### src/rtl/tennis_score_keeper.sv
`default_nettype none
// ============================================================================
//  Module   : tennis_score_keeper
//  Brief    : Watches the ball shift-register bus on each move tick. It
//             detects when a point ends and who won it, and runs game
//             scoring (0/15/30/40/deuce/advantage) plus per-player game
//             counts. It drives BCD-style score codes and one-cycle event
//             pulses to the display multiplexer.
//  Options  : NO_AD_SCORING_EN - when defined, the next point after deuce
//             wins the game (no advantage states, code 4 never shown).
//  Revision : 1.0 - initial release
// ============================================================================
module tennis_score_keeper #(
   parameter int GAME_LIMIT = 9,   // games count saturates here (max 15)
   parameter int HOLD_TICKS = 6    // move ticks the final score stays frozen (1..63)
) (
   input  logic       clk,
   input  logic       reset,
   input  logic       move_tick,
   input  logic [7:0] nL,
   output logic [3:0] pts_left,
   output logic [3:0] pts_right,
   output logic [3:0] games_left,
   output logic [3:0] games_right,
   output logic       point_pulse,
   output logic       point_to_right,
   output logic       game_pulse,
   output logic       holding
);

   localparam logic [7:0] c_NO_BALL    = 8'hFF;
   localparam logic [7:0] c_EXIT_LEFT  = 8'h7F;
   localparam logic [7:0] c_EXIT_RIGHT = 8'hFE;

   localparam logic [2:0] c_CODE_40    = 3'd3;
   localparam logic [2:0] c_CODE_AD    = 3'd4;
   localparam logic [2:0] c_CODE_BLANK = 3'd5;

   localparam logic [3:0] c_GAME_LIMIT = 4'(GAME_LIMIT);
   localparam logic [5:0] c_HOLD_TICKS = 6'(HOLD_TICKS);

   localparam logic [2:0] c_PLAY  = 3'd0;
   localparam logic [2:0] c_DEUCE = 3'd1;
   localparam logic [2:0] c_ADV_L = 3'd2;
   localparam logic [2:0] c_ADV_R = 3'd3;
   localparam logic [2:0] c_HOLD  = 3'd4;

   logic [7:0] r_prevNL;
   logic [2:0] r_state;
   logic [2:0] w_nextState;
   logic [2:0] r_pl;
   logic [2:0] r_pr;
   logic [2:0] w_nextPl;
   logic [2:0] w_nextPr;
   logic [3:0] r_gamesL;
   logic [3:0] r_gamesR;
   logic [5:0] r_holdCnt;
   logic       r_pointPulse;
   logic       r_pointToRight;
   logic       r_gamePulse;

   logic       w_pointEnd;
   logic       w_leftPt;
   logic       w_rightPt;
   logic       w_award;
   logic       w_gameWon;
   logic       w_holdDone;

   // A point ends when the ball leaves the bus on a tick. The last position
   // seen tells which side it left from. Any other last position (serve
   // setup, reload) awards nothing.
   assign w_pointEnd = move_tick && (nL == c_NO_BALL) && (r_prevNL != c_NO_BALL);
   assign w_leftPt   = w_pointEnd && (r_prevNL == c_EXIT_RIGHT);
   assign w_rightPt  = w_pointEnd && (r_prevNL == c_EXIT_LEFT);
   assign w_award    = (w_leftPt || w_rightPt) && (r_state != c_HOLD);
   assign w_holdDone = (r_state == c_HOLD) && move_tick && (r_holdCnt <= 6'd1);

   assign point_pulse    = r_pointPulse;
   assign point_to_right = r_pointToRight;
   assign game_pulse     = r_gamePulse;
   assign games_left     = r_gamesL;
   assign games_right    = r_gamesR;

   // Game FSM state register
   always_ff @(posedge clk or posedge reset) begin
      if (reset) r_state <= c_PLAY;
      else       r_state <= w_nextState;
   end

   // Next state, next point codes and game-won decision for the awarded point
   always_comb begin
      w_nextState = r_state;
      w_nextPl    = r_pl;
      w_nextPr    = r_pr;
      w_gameWon   = 1'b0;
      case (r_state)
         c_PLAY: begin
            if (w_award) begin
               if (w_rightPt) begin
                  if (r_pr == c_CODE_40 && r_pl < c_CODE_40) begin
                     w_gameWon = 1'b1;
                  end else if (r_pr == 3'd2 && r_pl == c_CODE_40) begin
                     w_nextState = c_DEUCE;
                     w_nextPr    = c_CODE_40;
                  end else begin
                     w_nextPr = r_pr + 3'd1;
                  end
               end else begin
                  if (r_pl == c_CODE_40 && r_pr < c_CODE_40) begin
                     w_gameWon = 1'b1;
                  end else if (r_pl == 3'd2 && r_pr == c_CODE_40) begin
                     w_nextState = c_DEUCE;
                     w_nextPl    = c_CODE_40;
                  end else begin
                     w_nextPl = r_pl + 3'd1;
                  end
               end
            end
         end
         c_DEUCE: begin
            if (w_award) begin
`ifdef NO_AD_SCORING_EN
               // Sudden death: both codes already read 40, winner keeps 40.
               w_gameWon = 1'b1;
`else
               w_nextState = w_rightPt ? c_ADV_R : c_ADV_L;
`endif
            end
         end
         c_ADV_L: begin
            if (w_award) begin
               if (w_leftPt) begin
                  w_gameWon = 1'b1;
                  w_nextPl  = c_CODE_40;
                  w_nextPr  = c_CODE_BLANK;
               end else begin
                  w_nextState = c_DEUCE;
               end
            end
         end
         c_ADV_R: begin
            if (w_award) begin
               if (w_rightPt) begin
                  w_gameWon = 1'b1;
                  w_nextPr  = c_CODE_40;
                  w_nextPl  = c_CODE_BLANK;
               end else begin
                  w_nextState = c_DEUCE;
               end
            end
         end
         c_HOLD: begin
            if (w_holdDone) begin
               w_nextState = c_PLAY;
               w_nextPl    = 3'd0;
               w_nextPr    = 3'd0;
            end
         end
         default: w_nextState = c_PLAY;
      endcase
      if (w_gameWon) w_nextState = c_HOLD;
   end

   // Displayed point codes and hold flag, decoded from the game state
   always_comb begin
      pts_left  = {1'b0, r_pl};
      pts_right = {1'b0, r_pr};
      holding   = 1'b0;
      case (r_state)
         c_DEUCE: begin
            pts_left  = {1'b0, c_CODE_40};
            pts_right = {1'b0, c_CODE_40};
         end
         c_ADV_L: begin
            pts_left  = {1'b0, c_CODE_AD};
            pts_right = {1'b0, c_CODE_BLANK};
         end
         c_ADV_R: begin
            pts_left  = {1'b0, c_CODE_BLANK};
            pts_right = {1'b0, c_CODE_AD};
         end
         c_HOLD:  holding = 1'b1;
         default: ;
      endcase
   end

   // Ball edge history and one-cycle point/game event pulses
   always_ff @(posedge clk or posedge reset) begin
      if (reset) begin
         r_prevNL       <= c_NO_BALL;
         r_pointPulse   <= 1'b0;
         r_gamePulse    <= 1'b0;
         r_pointToRight <= 1'b0;
      end else begin
         if (move_tick) r_prevNL <= nL;
         r_pointPulse <= w_award;
         r_gamePulse  <= w_gameWon;
         if (w_award) r_pointToRight <= w_rightPt;
      end
   end

   // Point counters and the freeze countdown that follows a won game
   always_ff @(posedge clk or posedge reset) begin
      if (reset) begin
         r_pl      <= 3'd0;
         r_pr      <= 3'd0;
         r_holdCnt <= 6'd0;
      end else begin
         r_pl <= w_nextPl;
         r_pr <= w_nextPr;
         if (w_gameWon) begin
            r_holdCnt <= c_HOLD_TICKS;
         end else if (r_state == c_HOLD && move_tick && r_holdCnt != 6'd0) begin
            r_holdCnt <= r_holdCnt - 6'd1;
         end
      end
   end

   // Games counters: saturate at the limit, restart the match once both sides reach it
   always_ff @(posedge clk or posedge reset) begin
      if (reset) begin
         r_gamesL <= 4'd0;
         r_gamesR <= 4'd0;
      end else if (w_gameWon) begin
         if (r_gamesL == c_GAME_LIMIT && r_gamesR == c_GAME_LIMIT) begin
            r_gamesL <= w_rightPt ? 4'd0 : 4'd1;
            r_gamesR <= w_rightPt ? 4'd1 : 4'd0;
         end else if (w_rightPt) begin
            if (r_gamesR < c_GAME_LIMIT) r_gamesR <= r_gamesR + 4'd1;
         end else begin
            if (r_gamesL < c_GAME_LIMIT) r_gamesL <= r_gamesL + 4'd1;
         end
      end
   end

endmodule
`default_nettype wire

### config.mk
export PLATFORM = sky130hd
export DESIGN_NAME = tennis_score_keeper
export DESIGN_NICKNAME = d
export VERILOG_FILES = /design/src/rtl/tennis_score_keeper.sv
export SDC_FILE = /design/constraint.sdc
export NUM_CORES = 1
export LEC_CHECK = 0
export CORE_MARGIN = 8
export CORE_UTILIZATION = 30
export DETAILED_ROUTE_END_ITERATION = 7
export PLACE_DENSITY = 0.46
export SLEW_MARGIN = 10
export SYNTH_ARGS = -nofsm -noshare
export SYNTH_HDL_FRONTEND = slang
export SYNTH_SLANG_ARGS = --single-unit
export TNS_END_PERCENT = 50
### constraint.sdc
create_clock -name clk -period 2.5 [get_ports clk]
set_input_delay 0.5 -clock clk [delete_from_list [all_inputs] [get_ports clk]]
set_output_delay 0.5 -clock clk [all_outputs]
set_load 0.005 [all_outputs]
==> results.ini, run 1 <==
[drt]
drt-total-wl_um = 5910
postRouteAntennaNets = 0
wire_per_inst_um = 14.4
avgViaCountPerCell = 4.96
drt_pre_antenna_iters = 4
dr_total_vias = 2034
route.detailed.drc = 0
drtIter0Drc = 102

[die]
start_util_pct = 30.5
pin_count = 31
rows = 32
die_area_mm2 = 0.0108
core_mm2 = 0.00761
die_y_um = 104
dieWidth_um = 104

[global_routing]
antenna_found_initial = 0
grt_util_met1_pct = 14.3
grt_pass1_vias = 2169
grt_pass1_wl_um = 10400
grt_overflow = 0
met2_usage_pct = 19.0
grt_max_degree = 35
busiest_layer = met2
use_met3_pct = 2.79
grt_use_total_pct = 11.4

[final_layout]
layout_commonest_cell = buf_4
finalInstanceArea_mm2 = 0.00308
areaGrowthSynthToFinish_pct = 32.8
diodes = 0
layout.nets = 333
final_cell_mix = 34 x buf_4, 28 x clkdlybuf4s50_1, 25 x dfrtp_1
drive_gt1_share_pct = 24.4

[critical_path]
arrival_ns = 1.90
crit_chain = or3b_4, inv_2, clkdlybuf4s50_1
crit_path_end_kind = output port
startpoint = r_state[1]$_DFFE_PP0P_
cp_max_fo = 18
path_class = flip-flop to output port
cp_slowest_cell = dfrtp_2
cpPeakStageDelay_ns = 0.52
cp_top_family = buffers and inverters
reg2reg_from = r_pl[1]$_DFFE_PP0P_
worstPathRequired_ns = 2.00
startpoint_type = flip-flop
path_buf_inv = 2

[synth]
synthCells = 248
synth_top_area_share_pct = 28.0
yosysTopAreaCell = dfrtp_1
synth_edf_count = 0
avgSynthCellArea_um2 = 9.35
synth_cell_types = 58
yosys_warnings = 0
synth_area_mm2 = 0.00232
synth-main-ff-cell = dfrtp_1
synth_area_leaders = dfrtp_1 28%, dfstp_2 9.1%, ha_1 8.1%
async_flop_share_pct = 100
seq_area_frac_synth_pct = 37.1
synth-seq-cells = 34

[pwr]
internal_power_mw = 1.53
p_switching_uw = 777
pwr-share-comb_pct = 38.6
pwr-share-seq_pct = 34.4
p_clk_share_pct = 27.1
p_total_mw = 2.31
p_leak_nw = 1.31
p_per_area_mw_per_mm2 = 750
ir_worst_vdd_mv = 0.266
p_sw_share_pct = 33.6

[clock_network]
clock_latency_ns = 0.29
cts.sinks = 34
path_clk_slew_ns = 0.08
numCtsBuffers = 5
clock_path_buffers = 2
cts_tree = yes
post-cts-setup-buffers = 0
cts_htree_levels = 2
cts_root_buffer = clkbuf_8

[worst_hold_path]
min_path_type = flip-flop to flip-flop
worstHoldStart = r_state[2]$_DFFE_PP0P_

[status]
status = finished, final reports clean

[timing]
grt_setup_unrepaired = true
fin_crit_sh_pct = 96.1
setup_viol = 0
hold_viol = 0
maxSlewHeadroom_pct = 65.2
holdWs_ns = 0.517
clock-skew-final_ns = 0.00725
slew_violations = 0
tightest_slew_ns = 0.517
fin_crit_ns = 2.40
fmax_ghz = 0.416

[placement]
dpl-instance-area_mm2 = 0.00292
port_buffers = 28
place_hpwl_um = 4530
gp_congestion = 0.754

[flow_run]
cap_viol_max_count = 0

==> path summary, 6_finish.rpt <==
kind                                                  end  slack (ns)  cells past startpoint
worst max-delay path                              holding         0.1                      3
max in group asynchronous         r_prevNL[0]$_DFFE_PP1P_        1.54                      3
worst min-delay path               r_state[1]$_DFFE_PP0P_        0.52                      1
worst min register to register     r_state[1]$_DFFE_PP0P_        0.52                      1
worst max register to register  games_left[0]$_DFFE_PP0P_        0.18                      7
min in group asynchronous            game_pulse$_DFF_PP0_        0.60                      3
==> kinds of logic after synthesis <==
logic type,synth area share [%]
AOI/OAI and AO/OA,17.7
and+or+nand+nor,22.3
adders and majority gates,8.09
other,0.162
DFF,37.1
muxes,7.23
xor gates and xnor gates,1.89
buffers and inverters,5.55
==> worst register-to-register path: stages (launching register included) <==
cell	delay, ns
dfrtp_1	0.44
ha_1	0.19
ha_1	0.14
nor2b_1	0.24
a221oi_1	0.18
or4b_4	0.59
or3_1	0.37
o311ai_1	0.08
==> registers in the layout (all words and copies together) (netlist names) <==
register        count
games_right         4
game_pulse          1
point_to_right      1
r_prevNL            8
games_left          4
point_pulse         1
r_state             3
r_pl                3
r_holdCnt           6
r_pr                3
==> cells in the mapped netlist (2+ instances only) <==
cell and number:
nor4_2 2, buf_4 2, nor4_1 3, nand3_1 12, o21ai_0 13, nor3_1 4
nor2b_1 5, a21oi_1 17, dfstp_2 8, a21o_1 4, o211ai_1 3, or3_1 2
ha_1 15, nand2b_1 5, nor2_1 15, mux2_2 7, o21a_1 2, mux2_1 7
and3_1 3, buf_6 2, nand4_1 6, nand2_1 18, inv_1 16, xor2_1 4
o31ai_1 4, clkbuf_1 5, nand3b_1 2, dfrtp_1 26, a31oi_1 4, or4b_1 2
o22ai_1 2, nor4b_2 2
==> layer usage <==
metal	wire (µm)	up-vias
met5	0	-
met2	2800	39
met1	2800	972
met3	255	4
met4	47	0
li1	-	1019
==> timing repair <==
| action | 4_1_cts | 5_1_grt |
|---|---|---|
| gates resized for setup | 2 | 5 |
| hold buffers | 0 | 0 |
| pin swaps | 0 | 0 |
| setup endpoints to repair | 1 | 7 |
==> power groups by stage <==
stage	clock (mW)	combinational, mW	sequential, mW
after global routing	0.669	1.02	0.817
after CTS	0.650	0.909	0.796
after floorplan	0	0.578	0.777
final	0.625	0.891	0.794
after global placement	0	0.888	0.805
after detailed placement	0	0.897	0.805
==> stage by stage <==
stage	TNS (ns)	utilization [%]	setup WS, ns	cells
global route	-0.0531	40.5	-0.0289	410
detailed placement	-1.65	38.4	-0.255	402
global placement	-1.51	38.4	-0.253	402
CTS	0	40.3	0.0200	410
finish	0	40.5	0.0967	410
floorplan	0	-	0.247	249
==> cell type report <==
type | count | area [µm²]
sequential | 34 | 862
multi-input combinational | 187 | 1350
clock inverter | 3 | 68.8
fill | 791 | 4530
inverter | 17 | 63.8
clock buffer | 5 | 68.8
timing repair buffer | 62 | 536
tap | 102 | 128
(Power assumes the default switching activity.)
==> inputs of run 2 (changes only) <==
- CELL_PAD_IN_SITES_DETAIL_PLACEMENT: not set -> 2
- CELL_PAD_IN_SITES_GLOBAL_PLACEMENT: not set -> 2
- PLACE_DENSITY: 0.46 -> not set
- PLACE_DENSITY_LB_ADDON: not set -> 0.1
==> run 2 against run 1 <==
Sequential cell count did not move. Highest routed layer unchanged. Power fell by 5.5%. Combinational power rose by 6.8%. Die area did not move. Utilization rose by 0.30 points. Hold slack improved by 0.028 ns. Critical path depth rose by 5. First-iteration DRC count fell by 69%. Register-to-register slack improved by 0.03 ns. Design area rose by 0.73%. Global-route usage rose by 2.0 points. Via count rose by 5.3%.
==> results.ini, run 2 (synthesized netlist as in run 1, its figures left out) <==
[die]
pin_count = 31  ; unchanged
rows = 32  ; unchanged
start_util_pct = 30.5  ; unchanged
core_mm2 = 0.00761  ; unchanged
die_y_um = 104  ; unchanged
die_area_mm2 = 0.0108  ; unchanged
dieWidth_um = 104  ; unchanged

[clock_network]
cts.sinks = 34  ; unchanged
cts_root_buffer = clkbuf_8  ; unchanged
clock_latency_ns = 0.29  ; about the same
path_clk_slew_ns = 0.07  ; was 0.08 ns
cts_tree = yes  ; unchanged
hold_buffers = 0  ; unchanged
clock_path_buffers = 2  ; unchanged
cts_htree_levels = 2  ; unchanged
numCtsBuffers = 5  ; unchanged

[critical_path]
path_buf_inv = 3  ; was 2
startpoint = nL[2]  ; was r_state[1]$_DFFE_PP0P_
cpMostUsedCell = buf_4
startpoint_type = primary input  ; was flip-flop
rr_worst_depth = 6  ; was 7
cpPeakStageDelay_ns = 0.49  ; was 0.52 ns
r2r_slack_ns = 0.21  ; was 0.18 ns
r2r-end = r_pl[0]$_DFFE_PP0P_  ; was games_left[0]$_DFFE_PP0P_
cp_slowest_cell = clkdlybuf4s50_1  ; was dfrtp_2
cp_max_fo = 4  ; was 18
cp_top_family = buffers and inverters  ; unchanged
cp_num_cells = 8  ; was 3
arrival_ns = 2.54  ; was 1.90 ns
worstPathRequired_ns = 2.68  ; was 2.00 ns
crit_path_end_kind = flip-flop  ; was output port
reg2reg_from = r_prevNL[7]$_DFFE_PP1P_  ; was r_pl[1]$_DFFE_PP0P_
path_class = primary input to flip-flop  ; was flip-flop to output port
crit_chain = clkdlybuf4s50_1, nand4_1, buf_4, or3_4, nor2_1, a221oi_2, buf_4, mux2_1  ; was or3b_4, inv_2, clkdlybuf4s50_1

[final_layout]
layout_commonest_cell = buf_4  ; unchanged
stdcell_count = 417  ; was 410
diodes = 0  ; unchanged
largest_register_ffs = 8  ; unchanged
largest-register = r_prevNL  ; unchanged
post-route-util_pct = 40.8  ; was 40.5%
layout.nets = 340  ; was 333
drive_gt1_share_pct = 25.4  ; was 24.4%
final_cell_mix = 41 x buf_4, 28 x clkdlybuf4s50_1, 25 x dfrtp_1  ; was 34 x buf_4, 28 x clkdlybuf4s50_1, 25 x dfrtp_1
areaGrowthSynthToFinish_pct = 33.8  ; was 32.8%
largestRegisters = r_prevNL x8, r_holdCnt x6  ; unchanged
fill_cells = 858  ; was 791

[timing]
slew_violations = 0  ; unchanged
hold_viol = 0  ; unchanged
grt_setup_unrepaired = false  ; was true
maxSlewHeadroom_pct = 62.6  ; was 65.2%
tightest_slew_ns = 0.556  ; was 0.517 ns
clock-skew-final_ns = 0.00968  ; was 0.00725 ns
fin_crit_sh_pct = 94.7  ; was 96.1%
setup_viol = 0  ; unchanged
fin_crit_ns = 2.37  ; was 2.40 ns
holdWs_ns = 0.545  ; was 0.517 ns
fmax_ghz = 0.422  ; was 0.416 GHz

[global_routing]
grt_pass1_vias = 2401  ; was 2169
grt_use_total_pct = 13.5  ; was 11.4%
grt_pass1_wl_um = 12000  ; was 10400 µm
antenna_found_initial = 0  ; unchanged
grt_overflow = 0  ; unchanged
grt_max_degree = 35  ; unchanged

[drt]
drt_pre_antenna_iters = 4  ; unchanged
avgViaCountPerCell = 5.13  ; was 4.96
route.detailed.drc = 0  ; unchanged
postRouteAntennaNets = 0  ; unchanged
wire_per_inst_um = 16.9  ; was 14.4 µm
drt-total-wl_um = 7030  ; was 5910 µm
dr_total_vias = 2141  ; was 2034
drtIter0Drc = 32  ; was 102

[status]
status = finished, final reports clean  ; unchanged

[worst_hold_path]
worstHoldStart = point_to_right$_DFFE_PP0P_  ; was r_state[2]$_DFFE_PP0P_
min_path_type = flip-flop to flip-flop  ; unchanged
hold_path_end = point_to_right$_DFFE_PP0P_  ; was r_state[1]$_DFFE_PP0P_
hold_depth = 2  ; was 1

[pwr]
p_leak_nw = 1.33  ; was 1.31 nW
p_per_area_mw_per_mm2 = 704  ; was 750 mW/mm²
ir_worst_vdd_mv = 0.286  ; was 0.266 mV

[placement]
gp_congestion = 0.715  ; was 0.754
dp.cells = 407  ; was 402
port_buffers = 28  ; unchanged
place_hpwl_um = 5410  ; was 4530 µm

[flow_run]
cap_viol_max_count = 0  ; unchanged

==> run 2: layer usage <==
metal	vias up	track usage, %	share of wire (%)
met5	-	0	0
met3	6	2.66	2.6
met1	1079	16.0	46
met2	23	24.0	51
li1	1033	-	-
met4	0	3.83	1.0
==> run 2: metrics by stage <==
step / power [mW] / setup TNS, ns / setup WS, ns / cell area [µm²]
finish: 2.18 / 0 / 0.131 / 3100
global route: 2.37 / 0 / 0.00533 / 3100
CTS: 2.23 / 0 / 0.0148 / 3050
detailed placement: 1.77 / -2.26 / -0.275 / 2960
global placement: 1.74 / -1.76 / -0.198 / 2960
floorplan: 1.35 / 0 / 0.247 / 2320
==> run 2: worst max-delay path by stage <==
stage / endpoint / slack [ns]
floorplan: games_left[0]$_DFFE_PP0P_ / 0.25
global placement: games_left[0]$_DFFE_PP0P_ / -0.20
detailed placement: games_left[0]$_DFFE_PP0P_ / -0.27
CTS: games_right[3]$_DFFE_PP0P_ / 0.01
global route: r_pl[1]$_DFFE_PP0P_ / 0.005
finish: r_pl[0]$_DFFE_PP0P_ / 0.13
==> run 2: area by class of cell <==
| cell class | instances | area (µm²) | share of cell area (%) |
|---|---|---|---|
| inverter | 17 | 63.8 | 2.06 |
| multi-input combinational | 187 | 1370 | 44.2 |
| sequential | 34 | 862 | 27.8 |
| tap | 102 | 128 | 4.11 |
| timing repair buffer | 69 | 588 | 19.0 |
| clock buffer | 8 | 90.1 | 2.90 |
==> run 2: worst min-delay path, stage by stage (launching register included) <==
cell and delay (ns):
dfrtp_1 0.37, a31oi_1 0.05, nor2_1 0.09
==> run 2: repair_timing <==
| item | CTS | global route |
|---|---|---|
| setup buffers | 0 | 2 |
| setup endpoints to repair | 0 | 8 |
| hold endpoints to repair | 0 | 0 |
| resized for setup | 0 | 8 |
==> run 2: power breakdown <==
group	internal (mW)	switching (mW)
Clock	0.225	0.213
Combinational	0.485	0.468
Sequential	0.673	0.120
